[config.mk]
export PLATFORM = sky130hd
export DESIGN_NAME = alu_out_serializer_flat
export DESIGN_NICKNAME = d
export VERILOG_FILES = /design/src/rtl/alu_out_serializer_if.sv /design/src/rtl/alu_out_serializer.sv /design/src/flat_wrapper.sv
export SDC_FILE = /design/constraint.sdc
export NUM_CORES = 1
export LEC_CHECK = 0
export BUFFER_PORTS_ARGS = -buffer_cell sky130_fd_sc_hd__buf_4
export CAP_MARGIN = 20
export CORE_UTILIZATION = 62
export DETAILED_ROUTE_END_ITERATION = 16
export PLACE_DENSITY_LB_ADDON = 0.15
export SYNTH_ARGS = -nofsm -noshare
export SYNTH_HDL_FRONTEND = slang
export SYNTH_SLANG_ARGS = --single-unit
[constraint.sdc]
create_clock -name clk -period 4.4 [get_ports clk]
set_clock_uncertainty 0.05 [all_clocks]
set_input_delay 0.44 -clock clk [delete_from_list [all_inputs] [get_ports clk]]
set_output_delay 0.44 -clock clk [all_outputs]
set_load 0.03 [all_outputs]
[src/rtl/alu_out_serializer_if.sv]
// Bundles the frame request inputs and the serial/status outputs of the
// ALU result serializer; master drives requests, slave is the serializer.
interface alu_out_serializer_if;
    logic        start;
    logic        err;
    logic [31:0] c;
    logic [3:0]  flags;
    logic [2:0]  err_flags;
    logic        sout;
    logic        busy;
    logic        done;

    modport master (
        output start, err, c, flags, err_flags,
        input  sout, busy, done
    );

    modport slave (
        input  start, err, c, flags, err_flags,
        output sout, busy, done
    );
endinterface

[src/rtl/alu_out_serializer.sv]
// Serializes an ALU result (4 data packets + CRC'd control packet) or a single
// error control packet onto an idle-high line, 11-bit packets, one bit per clk.
module alu_out_serializer #(
    parameter int IFG = 0
) (
    input  logic                  clk,
    input  logic                  rst_n,
    alu_out_serializer_if.slave   ser_if
);

    typedef enum logic [1:0] {IDLE, DATA, CTL, GAP} state_t;

    localparam logic [3:0] GAP_LAST = (IFG > 0) ? 4'(IFG - 1) : 4'd0;

    state_t      state_q, state_d;
    logic [3:0]  bit_cnt_q, bit_cnt_d;
    logic [1:0]  byte_cnt_q, byte_cnt_d;
    logic [3:0]  gap_cnt_q, gap_cnt_d;
    logic [31:0] c_q, c_d;
    logic [3:0]  flags_q, flags_d;
    logic        err_q, err_d;
    logic [2:0]  err_flags_q, err_flags_d;
    logic [2:0]  crc_q, crc_d;

    logic [7:0]  c_bytes [4];
    logic [7:0]  data_byte;
    logic [7:0]  ctl_payload;
    logic [7:0]  payload;
    logic        sout_c;

    // Shift-register form of CRC-3 (x^3+x+1), message consumed MSB first.
    function automatic logic [2:0] crc3(input logic [36:0] msg);
        logic [2:0] r;
        logic       fb;
        r = 3'b111;
        for (int i = 36; i >= 0; i--) begin
            fb = r[2] ^ msg[i];
            r  = {r[1], r[0] ^ fb, fb};
        end
        return r;
    endfunction

    genvar gi;
    generate
        for (gi = 0; gi < 4; gi++) begin : g_bytes
            assign c_bytes[gi] = c_q[8*(3-gi) +: 8];
        end
    endgenerate

    assign data_byte   = c_bytes[byte_cnt_q];
    assign ctl_payload = err_q ? {1'b1, err_flags_q, err_flags_q, ^{1'b1, err_flags_q, err_flags_q}}
                               : {1'b0, flags_q, crc_q};
    assign payload     = (state_q == CTL) ? ctl_payload : data_byte;

    always_ff @(posedge clk or negedge rst_n) begin
        if (!rst_n) begin
            state_q     <= IDLE;
            bit_cnt_q   <= '0;
            byte_cnt_q  <= '0;
            gap_cnt_q   <= '0;
            c_q         <= '0;
            flags_q     <= '0;
            err_q       <= 1'b0;
            err_flags_q <= '0;
            crc_q       <= '0;
        end else begin
            state_q     <= state_d;
            bit_cnt_q   <= bit_cnt_d;
            byte_cnt_q  <= byte_cnt_d;
            gap_cnt_q   <= gap_cnt_d;
            c_q         <= c_d;
            flags_q     <= flags_d;
            err_q       <= err_d;
            err_flags_q <= err_flags_d;
            crc_q       <= crc_d;
        end
    end

    always_comb begin
        state_d     = state_q;
        bit_cnt_d   = bit_cnt_q;
        byte_cnt_d  = byte_cnt_q;
        gap_cnt_d   = gap_cnt_q;
        c_d         = c_q;
        flags_d     = flags_q;
        err_d       = err_q;
        err_flags_d = err_flags_q;
        crc_d       = crc_q;

        unique case (state_q)
            IDLE: begin
                if (ser_if.start) begin
                    c_d         = ser_if.c;
                    flags_d     = ser_if.flags;
                    err_d       = ser_if.err;
                    err_flags_d = ser_if.err_flags;
                    crc_d       = crc3({ser_if.c, 1'b1, ser_if.flags});
                    bit_cnt_d   = '0;
                    byte_cnt_d  = '0;
                    gap_cnt_d   = '0;
                    state_d     = ser_if.err ? CTL : DATA;
                end
            end
            DATA: begin
                if (bit_cnt_q == 4'd10) begin
                    bit_cnt_d  = '0;
                    // Wraps 3->0, which later tells GAP the control packet is next.
                    byte_cnt_d = byte_cnt_q + 2'd1;
                    if (IFG > 0) begin
                        state_d   = GAP;
                        gap_cnt_d = '0;
                    end else if (byte_cnt_q == 2'd3) begin
                        state_d = CTL;
                    end else begin
                        state_d = DATA;
                    end
                end else begin
                    bit_cnt_d = bit_cnt_q + 4'd1;
                end
            end
            GAP: begin
                if (gap_cnt_q == GAP_LAST) begin
                    gap_cnt_d = '0;
                    state_d   = (byte_cnt_q == 2'd0) ? CTL : DATA;
                end else begin
                    gap_cnt_d = gap_cnt_q + 4'd1;
                end
            end
            CTL: begin
                if (bit_cnt_q == 4'd10) begin
                    bit_cnt_d = '0;
                    state_d   = IDLE;
                end else begin
                    bit_cnt_d = bit_cnt_q + 4'd1;
                end
            end
            default: state_d = IDLE;
        endcase
    end

    always_comb begin
        sout_c = 1'b1;
        if (state_q == DATA || state_q == CTL) begin
            case (bit_cnt_q)
                4'd0:    sout_c = 1'b0;
                4'd1:    sout_c = (state_q == CTL);
                4'd10:   sout_c = 1'b1;
                default: sout_c = payload[3'(4'd9 - bit_cnt_q)];
            endcase
        end
    end

    assign ser_if.sout = sout_c;
    assign ser_if.busy = (state_q != IDLE);
    assign ser_if.done = (state_q == CTL) && (bit_cnt_q == 4'd10);

endmodule

[src/flat_wrapper.sv]
// flat-port wrapper written by rule: the top's interface ports become plain ports
module alu_out_serializer_flat 
#(
    parameter int IFG = 0
)
  (clk, rst_n, ser_if_start, ser_if_err, ser_if_c, ser_if_flags, ser_if_err_flags, ser_if_sout, ser_if_busy, ser_if_done);
  alu_out_serializer_if ser_if_i ();
  input  logic clk;
  input  logic rst_n;
  input wire logic [$bits(ser_if_i.start)-1:0] ser_if_start;
  input wire logic [$bits(ser_if_i.err)-1:0] ser_if_err;
  input wire logic [$bits(ser_if_i.c)-1:0] ser_if_c;
  input wire logic [$bits(ser_if_i.flags)-1:0] ser_if_flags;
  input wire logic [$bits(ser_if_i.err_flags)-1:0] ser_if_err_flags;
  output wire logic [$bits(ser_if_i.sout)-1:0] ser_if_sout;
  output wire logic [$bits(ser_if_i.busy)-1:0] ser_if_busy;
  output wire logic [$bits(ser_if_i.done)-1:0] ser_if_done;
  assign ser_if_i.start = ser_if_start;
  assign ser_if_i.err = ser_if_err;
  assign ser_if_i.c = ser_if_c;
  assign ser_if_i.flags = ser_if_flags;
  assign ser_if_i.err_flags = ser_if_err_flags;
  assign ser_if_sout = ser_if_i.sout;
  assign ser_if_busy = ser_if_i.busy;
  assign ser_if_done = ser_if_i.done;
  alu_out_serializer #(.IFG(IFG)) u_core (.clk(clk), .rst_n(rst_n), .ser_if(ser_if_i));
endmodule
==> run summary, run 1 <==
Antenna violations before repair -> 0
Number of hold buffers added after cts -> 0
CTS max path bufs -> 2
WL/cell -> 16.7 um
TNS Setup -> 0 ps
RePlAce Congestion -> 0.787
Worst setup endpoint -> ser_if_sout
Total CTS buffers -> 5
Worst skew pair latency -> 310 ps
Syn_area_per_cell -> 11.9 um2
Final setup fails -> 0
DPL Wire Length -> 4850 um
CTS tree -> yes
Critical Path Source -> u_core.byte_cnt_q[0]
Fin crit period -> 3200 ps
Setup crit end kind -> output pin
Yosys top cell area share -> 41.9%
Largest area contributor in the netlist -> dfrtp_1
Worst-Margin Slew -> 1010 ps
Global-route wire length before repair -> 10500 um
Vias per cell -> 5.82
Detail Route Antenna Nets -> 0
Post-synthesis register bit count -> 55
Worst Path Required -> 3910 ps
Residual DRC count -> 0
N_diodes -> 0
DRT iter0 DRCs -> 163
Worst Reg-to-Reg Cells -> 4
Ranking of synthesized cells by area -> dfrtp_1 42%, mux2_2 15%, xnor2_1 6.4%
Hold Crit Class -> primary input to asynchronous set/reset pin
R2r startpoint -> u_core.state_q[1]
Routed wire length -> 6480 um
Nets -> 368
Sequential fraction of the synthesis area -> 41.9%
Initial core utilization -> 64.3%
GRT overflow -> 0
Fmax -> 313 MHz
Status -> finished, final reports clean
Die ar. -> 5590 um2
Max Fanout on Critical Path -> 14
Worst VDD drop -> 0.379 mV
Setup Fix Bufs, Post-CTS -> 0
Multi-input logic area -> 1830 um2
Core area -> 5110 um2
Worst Path Arrival -> 2710 ps
Global Route Usage Sum -> 26.0%
Synth unique cells -> 38
RSZ-0062 raised after global routing -> false
Final-layout fill cell count -> 353
Vias in the first global route -> 2156
Num ports -> 46
Max_cap viols -> 0
Max-slew violations -> 0
Relative slew slack -> 32.3%
Leak -> 1.66 nW
Register area -> 1380 um2
H-tree depth -> 2
PostCTS Resize Cnt -> 0
Hold slack -> 99.3 ps
TritonCTS Sinks -> 55
DR pass1 iterations -> 4
R2r endpoint -> u_core.c_bytes[7]
Crit path kind -> flip-flop to output pin
Post-Syn Nets -> 329
Pin count of the biggest net entering global routing -> 56
Share of layout cells above drive strength 1 -> 35.3%
Clk slew on worst S/H paths -> 100 ps
Reg-to-reg slack, setup -> 2140 ps
Final worst-path cycle share -> 72.7%
P&R area growth vs syn -> 15.2%
Mapped Cells -> 277
Cell Pwr Density -> 638 nW/um2
Die width -> 74.8 um
Yosys warns -> 0
DIE HEIGHT -> 74.8 um
Root Buffer Master -> clkbuf_8
Final Hold Viols -> 0
Mapped Area -> 3280 um2
Via Count -> 2252
Crit start category -> flip-flop
Port buffer count -> 45
Std-Cell Rows -> 26
## routing by layer
metal  wire (um)  track usage (%)  vias up  part of all wire (%)
met5           0                0        -                     0
met1        2720             32.8     1119                    42
met2        3360             44.8       52                    52
met4         142             9.22        0                   2.2
li1            -                -     1070                     -
met3         255             5.09       11                   3.9
## power by group
group          internal, mW  leakage (nW)  switching (mW)
clock                 0.187        0.0618           0.171
combinational         0.619         0.931           0.499
sequential            0.735         0.667           0.205
## worst max-delay path, stage by stage (launching register included)
cell and delay (ps):
dfrtp_1 760, mux4_2 580, mux4_2 470, o21ai_0 140, and3_1 170, o31ai_1 100, buf_4 180
## Yosys cell counts
cell	number
o22ai_1	2
a221oi_1	1
a21boi_0	2
xnor3_2	2
xor2_1	6
mux2i_1	8
ha_1	9
o32ai_1	1
mux4_2	9
o221ai_1	1
a221o_1	1
mux2_2	45
nand2b_1	3
nor3_1	3
buf_2	1
inv_1	9
nor2_1	8
nor2b_1	3
and2_1	1
xnor3_1	4
o21ai_1	3
a32o_1	1
clkbuf_1	12
o211ai_1	1
a22oi_1	1
xnor2_1	24
dfrtp_1	55
o21ai_0	20
a31oi_1	2
xnor2_2	2
nand4_1	2
nand2_1	19
nand3_1	3
o21a_1	1
a21oi_1	5
a32oi_1	3
o31ai_1	1
and3_1	3
## state kept, by name, indices dropped and copies added, names as in the netlist
signal and flops:
u_core.c_bytes 32, u_core.bit_cnt_q 4, u_core.flags_q 4, u_core.gap_cnt_q 4
u_core.crc_q 3, u_core.err_flags_q 3, u_core.byte_cnt_q 2, u_core.state_q 2
u_core.err_q 1
## worst min path at each step
stage                    start                   to  slack, ps  cells past startpoint
2_1_floorplan            rst_n  u_core.bit_cnt_q[0]         90                      0
4_1_cts                  rst_n  u_core.gap_cnt_q[2]        130                      1
3_3_place_gp   u_core.crc_q[2]      u_core.crc_q[2]        420                      2
5_1_grt                  rst_n  u_core.gap_cnt_q[2]        160                      1
3_5_place_dp   u_core.crc_q[2]      u_core.crc_q[2]        440                      2
6_report                 rst_n  u_core.gap_cnt_q[2]        100                      1
## layout by cell type (no fill, tap or decap), drive strengths merged, types with 2 or more instances in the layout
master,n
dfrtp,55
mux2,45
buf,45
xnor2,26
o21ai,23
nand2,19
inv,10
mux4,9
ha,9
mux2i,8
nor2,8
xor2,6
clkbuf,6
xnor3,6
a21oi,5
nor2b,3
and3,3
nand2b,3
a32oi,3
nand3,3
nor3,3
a21boi,2
a31oi,2
o22ai,2
nand4,2
## cell families (layout without fill, tap and decap cells)
group | count (synthesis) | in the layout | share of synthesized area (%)
adder cells (fa/ha/maj) | 9 | 9 | 3.43
flip-flops | 55 | 55 | 41.9
AND/OR/NAND/NOR | 45 | 45 | 6.29
XOR/XNOR | 38 | 38 | 13.2
multiplexers | 62 | 62 | 24.0
buffers and inverters | 22 | 62 | 2.55
AO/OA/AOI/OAI | 46 | 46 | 8.61
## through the flow
stage | utilization [%] | setup slack (ps) | total power [mW] | instances | cell area, um2
2_1_floorplan | - | 1790 | 1.78 | 277 | 3280
3_3_place_gp | 71.7 | 1560 | 2.02 | 379 | 3660
3_5_place_dp | 71.7 | 1510 | 2.06 | 379 | 3660
4_1_cts | 74.1 | 1170 | 2.42 | 387 | 3780
5_1_grt | 74.1 | 1050 | 2.58 | 387 | 3780
6_report | 74.1 | 1200 | 2.42 | 387 | 3780
## cell type report
type	instances	share of cell area (%)
Clock buffer	6	2.18
Clock inverter	2	1.03
Inverter	9	0.893
Multi-Input combinational cell	200	48.3
Sequential cell	55	36.4
Tap cell	70	2.31
Timing Repair Buffer	45	8.93
Note: power is estimated with default switching activity, not from simulation.
==> run 2: changes to the inputs <==
ABC_AREA = 1   (was default)
CORE_UTILIZATION = 60   (was 62)
clock period = 3.25 ns   (was 4.4 ns; I/O delays follow)
==> run 2 against run 1 <==
Net effect:
- the flow now finishes with violations (hold timing, setup timing)
- critical path type is now primary input to flip-flop
- synthesized area rose by 35%
- hold slack got worse by 120 ps
- first-iteration DRC count is 70% higher
- critical path depth up 43
- register-to-register slack lost 1000 ps
==> run summary, run 2 <==
Status -> finished, violations left
Violated checks -> hold timing, setup timing
Std-Cell Rows -> 30
Power Total -> 6.46 mW
Port buffer count -> 45
Worst Path Required -> 3420 ps
Hold slack -> -23.4 ps
CTS max path bufs -> 2
Vias in the first global route -> 4254
Final setup fails -> 3
Via Count -> 4764
Fin crit period -> 4230 ps
RePlAce Congestion -> 0.927
Register area -> 1380 um2
Fmax -> 236 MHz
Num ports -> 46
Mapped Cells -> 668
CTS tree -> yes
Cell mode on critical path -> nand2_2
Antenna violations before repair -> 0
EDFF count, synth -> 0
Post-Syn Nets -> 720
Psw -> 3.55 mW
R2r startpoint -> u_core.state_q[0]
Hold Crit Class -> primary input to asynchronous set/reset pin
Leak -> 3.00 nW
Pin count of the biggest net entering global routing -> 56
WP buf/inv -> 5
Max Fanout on Critical Path -> 4
R2r endpoint -> u_core.gap_cnt_q[3]
Final setup margin -> -985 ps
TNS Setup -> -2840 ps
GRT overflow -> 0
P&R area growth vs syn -> 28.9%
Number of hold buffers added after cts -> 0
H-tree depth -> 2
Most common cell after layout, fill and taps aside -> nand2_1
Global-route wire length before repair -> 18000 um
Total internal power -> 2.90 mW
Vias per cell -> 5.77
Worst-Margin Slew -> 674 ps
Relative slew slack -> 55.1%
Cell Pwr Density -> 1130 nW/um2
Initial core utilization -> 63.8%
DR pass1 iterations -> 5
RSZ-0062 raised after global routing -> true
Ranking of synthesized cells by area -> dfrtp_1 31%, nand2_1 17%, nand3_1 9.6%
Nets -> 780
Final worst-path cycle share -> 130%
WL/cell -> 14.5 um
Worst skew pair latency -> 320 ps
Crit start category -> primary input
Most frequent cells in the layout -> 138 x nand2_1, 94 x nand2_2, 65 x buf_4
Die ar. -> 7730 um2
CP max stage cell -> buf_4
Residual DRC count -> 0
DPL Wire Length -> 7810 um
Crit path max-delay family -> simple AND/OR/NAND/NOR gates
Yosys top cell area share -> 31.1%
Max stage delay on crit path -> 140 ps
Finished Layout Cells -> 825
Share of layout cells above drive strength 1 -> 37.9%
Multi-input logic area -> 3230 um2
DIE HEIGHT -> 87.9 um
Power share of the combinational group -> 73.9%
Most frequent cell after synthesis -> nand2_1
Pre-CTS setup slack -> -1080 ps
N_diodes -> 0
Final Hold Viols -> 25
Syn_area_per_cell -> 6.63 um2
TritonCTS Sinks -> 55
Setup crit end kind -> flip-flop
Yosys warns -> 0
Final-layout fill cell count -> 450
Seq pwr share -> 19.0%
Die width -> 87.9 um
Routed wire length -> 12000 um
Global Route Usage Sum -> 29.0%
FFs w/ async S/R, synth -> 100%
Synth unique cells -> 32
Placed Cells -> 814
Primary FF master, synth -> dfrtp_1
Post-synthesis register bit count -> 55
Worst Path Arrival -> 4400 ps
Detail Route Antenna Nets -> 0
Largest register FFs -> 32
Crit path kind -> primary input to flip-flop
Clk slew on worst S/H paths -> 110 ps
Worst VDD drop -> 0.641 mV
Max-slew violations -> 0
Largest area contributor in the netlist -> dfrtp_1
Worst Reg-to-Reg Cells -> 6
Total CTS buffers -> 5
Sequential fraction of the synthesis area -> 31.1%
Max_cap viols -> 0
Core area -> 6940 um2
Clock network fraction of design power -> 7.2%
DRT iter0 DRCs -> 277
Sw frac -> 55.0%
Synth cell count leaders -> 203 x nand2_1, 85 x nand3_1, 67 x inv_1, 62 x o21ai_0, 55 x dfrtp_1
Reg-to-reg slack, setup -> 1110 ps
Root Buffer Master -> clkbuf_8
Mapped Area -> 4430 um2
-- run 2: cell type report --
class                      count  share of cell area, %
clock buffer                   5                   1.21
inverter                      79                   5.92
tap                           96                   2.10
sequential                    55                   24.1
clock inverter                 3                  0.767
multi-input combinational    519                   56.6
timing repair buffer          68                   9.29
-- run 2: routing by layer --
metal	global-route usage (%)	vias to the layer above	part of all wire, %
met2	50.4	210	51
met5	0	-	0
li1	-	2296	-
met3	5.09	51	5.4
met1	35.4	2207	40
met4	11.8	0	3.3
-- run 2: power groups by stage --
stage	registers [mW]	clock network, mW	logic (mW)
2_1_floorplan	1.13	0	3.24
3_3_place_gp	1.21	0	3.83
3_5_place_dp	1.22	0	3.98
4_1_cts	1.20	0.462	4.23
5_1_grt	1.25	0.494	5.21
6_report	1.22	0.463	4.77
-- run 2: what timing repair did --
item / in CTS / in global routing
setup endpoints to repair: 3 / 4
pin swaps: 16 / 45
gates resized for setup: 46 / 77
buffers inserted: 1 / 2
-- run 2: cell families after synthesis --
family          after synthesis  share of synthesized area [%]
simple gates                407                           45.3
buf+inv                      94                           8.02
compound gates              100                           12.5
fa+ha+maj                     9                           2.54
xor+xnor                      3                          0.593
flops                        55                           31.1
-- run 2: worst max path at each step --
stage	end	start	depth (start not counted)	slack (ps)
3_5_place_dp	u_core.crc_q[1]	ser_if_c[30]	43	-1080
2_1_floorplan	u_core.crc_q[1]	ser_if_c[28]	50	-430
3_3_place_gp	u_core.crc_q[1]	ser_if_c[30]	45	-910
6_report	u_core.crc_q[1]	ser_if_c[29]	49	-980
5_1_grt	u_core.crc_q[1]	ser_if_c[31]	50	-1260
4_1_cts	u_core.crc_q[1]	ser_if_c[30]	51	-630
-- run 2: metrics by stage --
stage	instance area [um2]	util [%]
CTS	5400	77.7
global placement	5090	73.3
detailed placement	5090	73.3
finish	5710	82.2
floorplan	4540	-
global route	5710	82.2
==> run 3: changes to the inputs <==
CORE_UTILIZATION = 31   (was 60)
==> run 3 against run 2 <==
Net effect:
- the flow finishes with violations (setup timing)
- sequential share of layout area down 0.98 points
- core utilization down 40 points
- wire length down 5.6%
- clock-buffer cell count unchanged
- first-iteration DRC count down 20%
- final cell count up 10%
- sequential power about the same
- clock power up 37%
- design area up 4.2%
- power up 2.1%
- die area up 91%
- critical path type unchanged
- critical endpoint unchanged
- largest cell class unchanged
==> run summary, run 3 (synthesis results as in run 2) <==
Reg-to-reg slack, setup -> 1210 ps
Leak -> 3.05 nW
DR pass1 iterations -> 4
N_diodes -> 0
Die ar. -> 14800 um2
Multi-input logic area -> 3310 um2
Fin crit period -> 4020 ps
Max stage delay on crit path -> 230 ps
CTS max path bufs -> 2
Via Count -> 4402
GRT overflow -> 0
R2r endpoint -> u_core.state_q[1]
Final design utilization -> 42.7%
Worst Path Required -> 3400 ps
Pre-CTS setup slack -> -1100 ps
Antenna violations before repair -> 0
Clk slew on worst S/H paths -> 80 ps
Pin count of the biggest net entering global routing -> 56
Violated checks -> setup timing
RSZ-0062 raised after global routing -> true
Root Buffer Master -> clkbuf_16
Cell mode on critical path -> nand2_2
DRT iter0 DRCs -> 222
Status -> finished, violations left
Cell Pwr Density -> 1110 nW/um2
Final setup margin -> -770 ps
Share of layout cells above drive strength 1 -> 37.8%
CP max stage cell -> xnor2_4
TritonCTS Sinks -> 55
Core area -> 13900 um2
CTS tree -> yes
Most frequent cells in the layout -> 137 x nand2_1, 88 x nand2_2, 65 x buf_4
Final worst-path cycle share -> 124%
Num ports -> 46
RePlAce Congestion -> 0.841
Vias in the first global route -> 4298
Final-layout fill cell count -> 1453
Residual DRC count -> 0
Register area -> 1380 um2
H-tree depth -> 2
Critical Path Source -> ser_if_c[27]
Final setup fails -> 3
P&R area growth vs syn -> 34.3%
WL/cell -> 12.5 um
Global-route wire length before repair -> 19200 um
Detail Route Antenna Nets -> 0
Most common cell after layout, fill and taps aside -> nand2_1
Number of hold buffers added after cts -> 0
Setup crit end kind -> flip-flop
Worst VDD drop -> 0.562 mV
Worst Reg-to-Reg Cells -> 9
Die width -> 122 um
Relative slew slack -> 53.3%
Placed Cells -> 899
Worst-Margin Slew -> 701 ps
Vias per cell -> 4.84
Max-slew violations -> 0
Nets -> 781
Worst Path Arrival -> 4170 ps
Total CTS buffers -> 5
Finished Layout Cells -> 910
Worst setup endpoint -> u_core.crc_q[1]
R2r startpoint -> u_core.state_q[0]
Routed wire length -> 11300 um
Largest register FFs -> 32
Fmax -> 249 MHz
Crit path kind -> primary input to flip-flop
Std-Cell Rows -> 43
Max Fanout on Critical Path -> 4
Hold Crit Class -> primary input to asynchronous set/reset pin
Global Route Usage Sum -> 15.8%
Max_cap viols -> 0
Final Hold Viols -> 0
Initial core utilization -> 31.8%
Crit start category -> primary input
DIE HEIGHT -> 122 um
Port buffer count -> 45
DPL Wire Length -> 8820 um
Worst skew pair latency -> 300 ps
==> run 3: worst max-delay path: cells and delay by family <==
kind	cells	cell delay, ps
XOR/XNOR	1	230
buffers and inverters	2	190
AND/OR/NAND/NOR	46	3410
==> run 3: repair_timing <==
action                                  4_1_cts  5_1_grt
pin swaps                                    19       41
endpoints found under the setup margin        3        3
resized for setup                            40       93
buffers inserted                              3        0
cloned                                        0        0
==> run 3: worst min-delay path by stage <==
stage	from	end	slack, ps	depth (start not counted)
after floorplan	rst_n	u_core.bit_cnt_q[0]	-20	0
after global placement	rst_n	u_core.gap_cnt_q[2]	360	1
after detailed placement	rst_n	u_core.gap_cnt_q[0]	380	1
after CTS	rst_n	u_core.bit_cnt_q[2]	60	1
after global routing	rst_n	u_core.bit_cnt_q[2]	90	1
final	rst_n	u_core.bit_cnt_q[2]	20	1
==> run 3: where the power goes <==
part	switching, mW	internal [mW]	total, mW	leakage (nW)
combinational	2.99	1.75	4.74	2.28
clock	0.265	0.367	0.632	0.0804
sequential	0.226	0.990	1.22	0.692
==> run 3: per-layer routing <==
metal | share of wire [%] | track usage (%) | vias up
met4 | 0.84 | 3.78 | 0
met2 | 48 | 27.7 | 54
met1 | 49 | 20.9 | 2047
met5 | 0 | 0 | -
li1 | - | - | 2293
met3 | 2.0 | 1.59 | 8
==> run 3: area by class of cell <==
cell class | count | area share, %
multi-input cells | 519 | 55.6
flip-flops and latches | 55 | 23.1
repair buffers | 69 | 9.02
inverters | 79 | 5.57
well taps | 180 | 3.78
clock buffers | 5 | 2.10
clock inverters | 3 | 0.778
==> run 3: per-stage QoR <==
step	area (um2)	power (mW)	hold slack, ps	setup TNS, ps
after floorplan	4540	4.37	-20.6	-1080
after global placement	5200	5.19	364	-3030
after detailed placement	5200	5.26	384	-3180
after CTS	5580	6.18	58.3	-2050
after global routing	5950	7.26	93.7	-3190
final	5950	6.59	19.6	-2190
